File: config.mk
export PLATFORM = sky130hd
export DESIGN_NAME = sipo_deserializer_8_bit_flat
export DESIGN_NICKNAME = d
export VERILOG_FILES = /design/src/rtl/sipo_deserializer_8_bit_if.sv /design/src/rtl/sipo_deserializer_8_bit.sv /design/src/flat_wrapper.sv
export SDC_FILE = /design/constraint.sdc
export NUM_CORES = 1
export LEC_CHECK = 0
export CORE_MARGIN = 2
export CORE_UTILIZATION = 30
export DETAILED_ROUTE_END_ITERATION = 8
export GPL_TIMING_DRIVEN = 1
export PLACE_DENSITY = 0.48
export RECOVER_POWER = 50
export SYNTH_ARGS = -nofsm -noshare
export SYNTH_HDL_FRONTEND = slang
export SYNTH_SLANG_ARGS = --single-unit
File: constraint.sdc
create_clock -name Clk_In -period 1.7 [get_ports Clk_In]
set_input_delay 0.34 -clock Clk_In [delete_from_list [all_inputs] [get_ports Clk_In]]
set_output_delay 0.34 -clock Clk_In [all_outputs]
set_load 0.02 [all_outputs]
File: src/rtl/sipo_deserializer_8_bit_if.sv
// sipo_deserializer_8_bit_if: frame input, byte handshake and status signals of the deserializer.
interface sipo_deserializer_8_bit_if;
    logic       Frame_Start_In;
    logic       Serial_Data_In;
    logic [7:0] Parallel_Data_Out;
    logic       Data_Valid_Out;
    logic       Data_Ready_In;
    logic       Busy_Out;
    logic       Overrun_Out;
    logic       Clear_Overrun_In;
    modport master (
        output Frame_Start_In, Serial_Data_In, Data_Ready_In, Clear_Overrun_In,
        input  Parallel_Data_Out, Data_Valid_Out, Busy_Out, Overrun_Out
    );
    modport slave (
        input  Frame_Start_In, Serial_Data_In, Data_Ready_In, Clear_Overrun_In,
        output Parallel_Data_Out, Data_Valid_Out, Busy_Out, Overrun_Out
    );
endinterface

File: src/rtl/sipo_deserializer_8_bit.sv
// sipo_deserializer_8_bit: 8-bit serial-to-parallel receiver with a one-byte holding register and sticky overrun.
module sipo_deserializer_8_bit #(
    parameter bit MSB_FIRST = 1'b1
) (
    input logic Clk_In,
    input logic Reset_In,
    sipo_deserializer_8_bit_if.slave bus
);
    localparam logic [0:0] IDLE  = 1'b0;
    localparam logic [0:0] SHIFT = 1'b1;
    logic [0:0] state_q, state_d;
    logic [3:0] cnt_q, cnt_d;
    logic [7:0] sh_q, sh_d, dout_q, dout_d;
    logic       vld_q, vld_d, ovr_q, ovr_d;
    logic       start, sd, rdy, done, load, drop;
    assign start = bus.Frame_Start_In;
    assign sd    = bus.Serial_Data_In;
    assign rdy   = bus.Data_Ready_In;
    // A start pulse always wins, so a start on what would be bit 8 restarts instead of completing.
    assign done  = (state_q == SHIFT) && !start && (cnt_q == 4'd7);
    assign load  = done && (!vld_q || rdy);
    assign drop  = done && vld_q && !rdy;
    always_comb begin
        state_d = state_q;
        cnt_d   = cnt_q;
        sh_d    = sh_q;
        if (start) begin
            state_d = SHIFT;
            cnt_d   = 4'd1;
            sh_d    = MSB_FIRST ? {7'h00, sd} : {sd, 7'h00};
        end else if (state_q == SHIFT) begin
            state_d = done ? IDLE : SHIFT;
            cnt_d   = done ? 4'd0 : cnt_q + 4'd1;
            sh_d    = MSB_FIRST ? {sh_q[6:0], sd} : {sd, sh_q[7:1]};
        end
        dout_d = load ? sh_d : dout_q;
        vld_d  = load | (vld_q & ~rdy);
        ovr_d  = drop | (ovr_q & ~bus.Clear_Overrun_In);
    end
    always_ff @(posedge Clk_In or negedge Reset_In) begin
        if (!Reset_In) begin
            state_q <= IDLE;
            cnt_q   <= 4'd0;
            sh_q    <= 8'h00;
            dout_q  <= 8'h00;
            vld_q   <= 1'b0;
            ovr_q   <= 1'b0;
        end else begin
            state_q <= state_d;
            cnt_q   <= cnt_d;
            sh_q    <= sh_d;
            dout_q  <= dout_d;
            vld_q   <= vld_d;
            ovr_q   <= ovr_d;
        end
    end
    assign bus.Parallel_Data_Out = dout_q;
    assign bus.Data_Valid_Out    = vld_q;
    assign bus.Busy_Out          = (state_q == SHIFT);
    assign bus.Overrun_Out       = ovr_q;
endmodule

File: src/flat_wrapper.sv
// flat-port wrapper written by rule: the top's interface ports become plain ports
module sipo_deserializer_8_bit_flat 
#(
    parameter bit MSB_FIRST = 1'b1
)
  (Clk_In, Reset_In, bus_Frame_Start_In, bus_Serial_Data_In, bus_Data_Ready_In, bus_Clear_Overrun_In, bus_Parallel_Data_Out, bus_Data_Valid_Out, bus_Busy_Out, bus_Overrun_Out);
  sipo_deserializer_8_bit_if bus_i ();
  input logic Clk_In;
  input logic Reset_In;
  input wire logic [$bits(bus_i.Frame_Start_In)-1:0] bus_Frame_Start_In;
  input wire logic [$bits(bus_i.Serial_Data_In)-1:0] bus_Serial_Data_In;
  input wire logic [$bits(bus_i.Data_Ready_In)-1:0] bus_Data_Ready_In;
  input wire logic [$bits(bus_i.Clear_Overrun_In)-1:0] bus_Clear_Overrun_In;
  output wire logic [$bits(bus_i.Parallel_Data_Out)-1:0] bus_Parallel_Data_Out;
  output wire logic [$bits(bus_i.Data_Valid_Out)-1:0] bus_Data_Valid_Out;
  output wire logic [$bits(bus_i.Busy_Out)-1:0] bus_Busy_Out;
  output wire logic [$bits(bus_i.Overrun_Out)-1:0] bus_Overrun_Out;
  assign bus_i.Frame_Start_In = bus_Frame_Start_In;
  assign bus_i.Serial_Data_In = bus_Serial_Data_In;
  assign bus_i.Data_Ready_In = bus_Data_Ready_In;
  assign bus_i.Clear_Overrun_In = bus_Clear_Overrun_In;
  assign bus_Parallel_Data_Out = bus_i.Parallel_Data_Out;
  assign bus_Data_Valid_Out = bus_i.Data_Valid_Out;
  assign bus_Busy_Out = bus_i.Busy_Out;
  assign bus_Overrun_Out = bus_i.Overrun_Out;
  sipo_deserializer_8_bit #(.MSB_FIRST(MSB_FIRST)) u_core (.Clk_In(Clk_In), .Reset_In(Reset_In), .bus(bus_i));
endmodule
Word level (Yosys, flattened, before mapping)
Index checks and enable logic that the tools add are counted.
W data, S select, Z words.
{"block": "op_classes", "addsub": 1, "eq_ne": 1, "n_mux": 8, "n_bitwise": 6, "reduce_logical": 10}
{"operator": "$mux W8", "count": 2}
{"operator": "$mux W4", "count": 3}
{"operator": "$logic_and A1 B1 Y1", "count": 5}
{"operator": "$add A4 B1 Y4 const B", "count": 1}
{"operator": "$eq A4 B3 Y1 const B", "count": 1}
{"operator": "$logic_not A1 Y1", "count": 3}
{"operator": "$mux W1", "count": 3}
{"operator": "$and A1 B1 Y1", "count": 2}
{"operator": "$not A1 Y1", "count": 2}
{"operator": "$or A1 B1 Y1", "count": 2}
{"operator": "$reduce_bool A2 Y1", "count": 1}
{"operator": "$logic_or A1 B1 Y1", "count": 1}
{"block": "totals", "regBits": 23, "out_inout_bits": 11, "wordCells": 32}

Depth between registers and ports, before layout
{"block": "logic_depth", "depth_word": 6, "depth_mapped": 5, "depth_no_buf": 4}

Worst setup path before layout
OpenSTA, ideal clock, no wires.
{"block": "synth_timing", "path_type": "reg-to-reg", "start": "reg u_core.state_q, in the netlist u_core.bus.Busy_Out", "end": "reg u_core.dout_q[0], in the netlist u_core.bus.Parallel_Data_Out[0]", "setup_time_ps": 125, "arrival_time_ps": 1302, "slack_ps": 273, "stages_incl_launch_ff": 5, "n_path_buf": 1, "synth_period_minus_slack_ps": 1427, "cell_sequence": "dfrtp_1 buf_4 nor2_1 mux2_2 mux2_2"}
{"item": "start, declared", "line_no": "sipo_deserializer_8_bit.sv:11", "text": "logic [0:0] state_q, state_d;"}
{"item": "start signal, assigned", "line_no": "sipo_deserializer_8_bit.sv:49", "text": "state_q <= state_d;"}
{"item": "$mux W8", "line_no": "sipo_deserializer_8_bit.sv:31", "text": "end else if (state_q == SHIFT) begin"}
{"item": "$mux W8", "line_no": "sipo_deserializer_8_bit.sv:27", "text": "if (start) begin"}
{"item": "net u_core.sh_d[0]", "line_no": "sipo_deserializer_8_bit.sv:13", "text": "logic [7:0] sh_q, sh_d, dout_q, dout_d;"}
{"item": "end signal, assigned", "line_no": "sipo_deserializer_8_bit.sv:52", "text": "dout_q <= dout_d;"}
{"item": "end, declared", "line_no": "sipo_deserializer_8_bit.sv:13"}
The timed path passes the listed nets, and every way through them passes these cells.
A chain may end at the register's enable or synchronous reset.

Worst setup path in the final report
{"block": "layout_timing", "start": "reg u_core.vld_q, in the netlist u_core.bus.Data_Valid_Out", "end": "out bus_Data_Valid_Out"}
{"item": "start, declared", "line_no": "sipo_deserializer_8_bit.sv:14", "text": "logic vld_q, vld_d, ovr_q, ovr_d;"}
{"item": "start signal, assigned", "line_no": "sipo_deserializer_8_bit.sv:53", "text": "vld_q <= vld_d;"}
{"item": "end, declared", "line_no": "flat_wrapper.sv:15", "text": "output wire logic [$bits(bus_i.Data_Valid_Out)-1:0] bus_Data_Valid_Out;"}
No word-level cell between the ends.

==> summary by stage <==
Placement
At the placement stage, the worst setup path has a slack of -0.01449 ns. The wire-length estimate of the detail-placed layout is 1.094 mm. At the end of routability-driven placement, the weighted congestion stood at 0.6651. The number of buffers added on ports is 16.

Timing
The number of failing setup endpoints in the final timing report is 0. The time the final worst path needs with I/O delays and setup is 1.616 ns. The period utilization is 95.03%. The number of hold violations in the final report is 0.

At the pin with the least slew margin, the transition time is 0.5691 ns. The highest achievable clock rate is 619.0 MHz. Once routing completed, OpenROAD measured the worst setup slack at 0.08443 ns. In the final timing run, aggregate negative setup slack is 0 ns. The number of max-slew violations in the final report is 0. The clock skew is 0.007418 ns. Measured against its own limit, the worst slew margin works out to 62.06%.

Setup repair after global routing left no endpoint under its margin.

Yosys
The portion of synthesized area spent on multiplexers is 19.21%. The total of flip-flops plus latches after synthesis is 23. Ranked by total cell area, the synthesized netlist is headed by sky130_fd_sc_hd__dfrtp_1 61%, sky130_fd_sc_hd__mux2_2 11%, sky130_fd_sc_hd__mux2i_1 8.5%. The largest area contributor in the netlist is sky130_fd_sc_hd__dfrtp_1. The sequential area share after synthesis is 60.93%. The netlist area before placement is 944.7 sq um. The synthesized netlist devotes 0.9272% of its cell area to XOR and XNOR gates.

The synthesized netlist net count is 78. The compound-gate portion of the synthesized area is 3.444%. The synthesized instance count is 71. The dominant combinational cell family by area after synthesis is multiplexers.

The per-instance average area after synthesis is 13.31 sq um. The synthesized netlist devotes 11.79% of its cell area to simple gates. The share of synthesized area in the top cell type comes to 60.93%. The total of warnings raised by yosys is 0. Synthesis instantiated 20 different standard cells from the library. The adder-cell area share of the yosys netlist is 1.325%.

Clock network
Clock-pin slew was measured on the worst setup and hold paths at 0.12 ns. The later-pin clock latency in the skew report is 0.30 ns. After clock tree synthesis, the flow added hold-fix buffers numbering 0. The root buffer cell is sky130_fd_sc_hd__clkbuf_4.

The number of buffers added by the clock tree synthesis step is 3. The CTS tree is done. The clock passes through at most 2 buffers. The H-tree level count is 1.

In this run the post-CTS setup repair buffer count came out at 0. The sink count of the clock tree is 23.

Power and ir drop
Net switching is 25.82% of the power. The internal power contribution is 788.5 uW. The share of total power in combinational logic is 19.1%.

The maximum VDD drop is 564.1 uV. The clock network burns 22.8% of the power. For this design the static power due to leakage is 0.5804 nW. Dividing total power by cell area gives a power density of 896.0 nW/um^2. In this run, flip-flops and latches consume 58.1% of the power. Summed over all nets, the switching power comes to 274.4 uW.

Drt
For this run, design rule violations remaining after detail routing come to 0. The final wirelength is 1.559 mm. For this block, the initial DRC count from the detailed router was 24.

Dividing the detail-routed wire length by the instance count gives 11.55 um. The number of search-and-repair iterations in the first detailed-routing pass is 4. In this run the remaining antenna-violating nets after routing total 0. In the routed layout, each cell is associated on average with a via count of 4.415. The routed layout has 596 vias.

Layout
The layout-stage area growth over the synthesis result is 25.56%. The sequential cells in the finished layout cover a total of 575.6 sq um. In the final layout, the multi-input gates occupy 346.6 sq um.

The filler cells instantiated in the layout total 303. The proportion of layout cells with a drive suffix above 1 is 18.68%. The net count of the finished layout is 99. The total inserted antenna cells is 0.

Die
The effective utilization at floorplan is 31.20%. The width of the chip is 60.12 um. The core region is 3028 sq um. The floorplan die area is 3614 sq um. The number of top-level pins is 17. The floorplan has 20 rows. Measured along the y axis, the die boundary spans 60.12 um.

Global routing
The number of global-route vias before repair came to 576. The initial antenna violation count is 0. The first global-routing pass estimated 2.663 mm of wire.

After global routing the overflow that remains totals 0. Global routing consumed, over all layers together, 10.21% of the routing resources. The largest net degree at the start of global routing is 24.

Worst setup path
The endpoint kind of the worst setup timing path is an output port. The timing endpoint of the critical path is bus_Data_Valid_Out. The required time of the critical path is 1.36 ns. The setup slack of the most critical reg-to-reg path is 0.33 ns. The critical path starts at u_core.bus.Data_Valid_Out. Along the worst path, the maximum fanout reaches 2.

For this run, the slowest stage of the critical path takes 0.60 ns. The classification of the worst setup path is flop to output port. The worst register-to-register path ends at u_core.bus.Parallel_Data_Out[2]. The number of buffers and inverters on the critical path is 1. The startpoint identified for the worst register-to-register timing path is u_core.bus.Busy_Out. The family with the most delay on the worst path is buffers and inverters. On the critical path, the stage with the largest delay is an instance of sky130_fd_sc_hd__clkdlybuf4s50_1. The depth of the worst register-to-register path is 4. STA classifies the critical path startpoint as a flop. The data arrival time of the critical path is 1.28 ns. The signal on the critical path passes through clkdlybuf4s50_1. The number of logic stages on the critical path including buffering is 1.

Hold path
Counting instances, the worst hold path has a depth of 1. In this run the most critical hold path is launched from u_core.bus.Parallel_Data_Out[7]. The class of the tightest hold or removal check is flop to flop.

Outcome
The flow ran to the end, and the final reports show no timing, DRC or antenna violations.

Run
The count of max-cap constraint violations is 0.
-- repair_timing --
action                                 4_1_cts  5_1_grt
endpoints found under the hold margin        0        0
gates resized for setup                      1        0
setup endpoints to repair                    1        0
-- Yosys cell counts --
cell type / count
sky130_fd_sc_hd__ha_1: 1
sky130_fd_sc_hd__nand2_1: 4
sky130_fd_sc_hd__buf_4: 2
sky130_fd_sc_hd__dfrtp_1: 23
sky130_fd_sc_hd__and4bb_4: 1
sky130_fd_sc_hd__clkbuf_1: 1
sky130_fd_sc_hd__xor2_1: 1
sky130_fd_sc_hd__nand2b_1: 1
sky130_fd_sc_hd__mux2i_1: 8
sky130_fd_sc_hd__a21oi_1: 2
sky130_fd_sc_hd__nand3_4: 1
sky130_fd_sc_hd__nand4_1: 1
sky130_fd_sc_hd__a21o_1: 1
sky130_fd_sc_hd__inv_1: 1
sky130_fd_sc_hd__or3_1: 1
sky130_fd_sc_hd__mux2_2: 9
sky130_fd_sc_hd__a211o_1: 1
sky130_fd_sc_hd__o22ai_1: 1
sky130_fd_sc_hd__nor2_1: 10
sky130_fd_sc_hd__nor2b_1: 1
-- sequential cells by signal (all words and copies together) (netlist names) --
register                      count
u_core.bus.Parallel_Data_Out      8
u_core.sh_q                       8
u_core.cnt_q                      4
u_core.bus.Busy_Out               1
u_core.bus.Data_Valid_Out         1
u_core.bus.Overrun_Out            1
-- how the worst min path moves through the flow --
stage	endpoint	slack, ns
2_1_floorplan	u_core.bus.Busy_Out	0.04
3_3_place_gp	u_core.bus.Parallel_Data_Out[3]	0.49
3_5_place_dp	u_core.bus.Parallel_Data_Out[5]	0.49
4_1_cts	u_core.cnt_q[1]	0.37
5_1_grt	u_core.bus.Parallel_Data_Out[7]	0.55
6_report	u_core.bus.Parallel_Data_Out[7]	0.52
-- worst reg2reg max path: stages, from the launching register on --
cell	delay [ns]
sky130_fd_sc_hd__dfrtp_1	0.48
sky130_fd_sc_hd__buf_4	0.25
sky130_fd_sc_hd__mux2i_1	0.20
sky130_fd_sc_hd__nor2_1	0.07
sky130_fd_sc_hd__mux2_2	0.26
-- layer usage --
metal | share of wire (%) | track usage [%]
met2 | 48 | 15.84
met1 | 47 | 12.84
met5 | 0 | 0
met4 | 1.2 | 3.810
met3 | 3.3 | 3.896
-- per-stage QoR --
stage	util (%)	instances	power, mW	cell area (sq um)	hold WS, ns
floorplan	-	71	0.7382	944.7	0.04441
global placement	38.43	131	0.8364	1164	0.4941
detailed placement	38.43	131	0.8379	1164	0.4937
CTS	39.26	135	1.091	1189	0.3694
global route	39.17	135	1.133	1186	0.5463
finish	39.17	135	1.063	1186	0.5186
-- power groups by stage --
stage               combinational (mW)  sequential (mW)  clock, mW
finish                           0.203            0.618      0.242
global route                     0.220            0.626      0.286
CTS                              0.209            0.619      0.263
detailed placement               0.208            0.630          0
global placement                 0.207            0.629          0
floorplan                       0.0781            0.660          0
-- cell families (layout without fill, tap and decap cells) --
| kind of cell | Yosys count | count (layout) |
|---|---|---|
| AO/OA/AOI/OAI | 5 | 5 |
| flip-flops | 23 | 23 |
| adder cells (fa/ha/maj) | 1 | 1 |
| buffers and inverters | 4 | 24 |
| XOR/XNOR | 1 | 1 |
| AND/OR/NAND/NOR | 20 | 20 |
| multiplexers | 17 | 17 |
-- layout make-up --
class | count | share of cell area [%]
multi-input cells | 44 | 29.22
inverters | 1 | 0.3165
clock buffers | 4 | 2.215
flip-flops and latches | 23 | 48.52
repair buffers | 19 | 15.08
well taps | 44 | 4.641
-- cell usage in the layout (no fill, tap or decap), types with 2 or more instances in the layout --
master,count
sky130_fd_sc_hd__dfrtp_1,23
sky130_fd_sc_hd__a21oi_1,2
sky130_fd_sc_hd__buf_4,2
sky130_fd_sc_hd__nor2_1,10
sky130_fd_sc_hd__clkdlybuf4s50_1,14
sky130_fd_sc_hd__clkbuf_4,3
sky130_fd_sc_hd__mux2_2,9
sky130_fd_sc_hd__mux2i_1,8
sky130_fd_sc_hd__nand2_1,4
No activity file was read; power rests on OpenSTA's default activity.
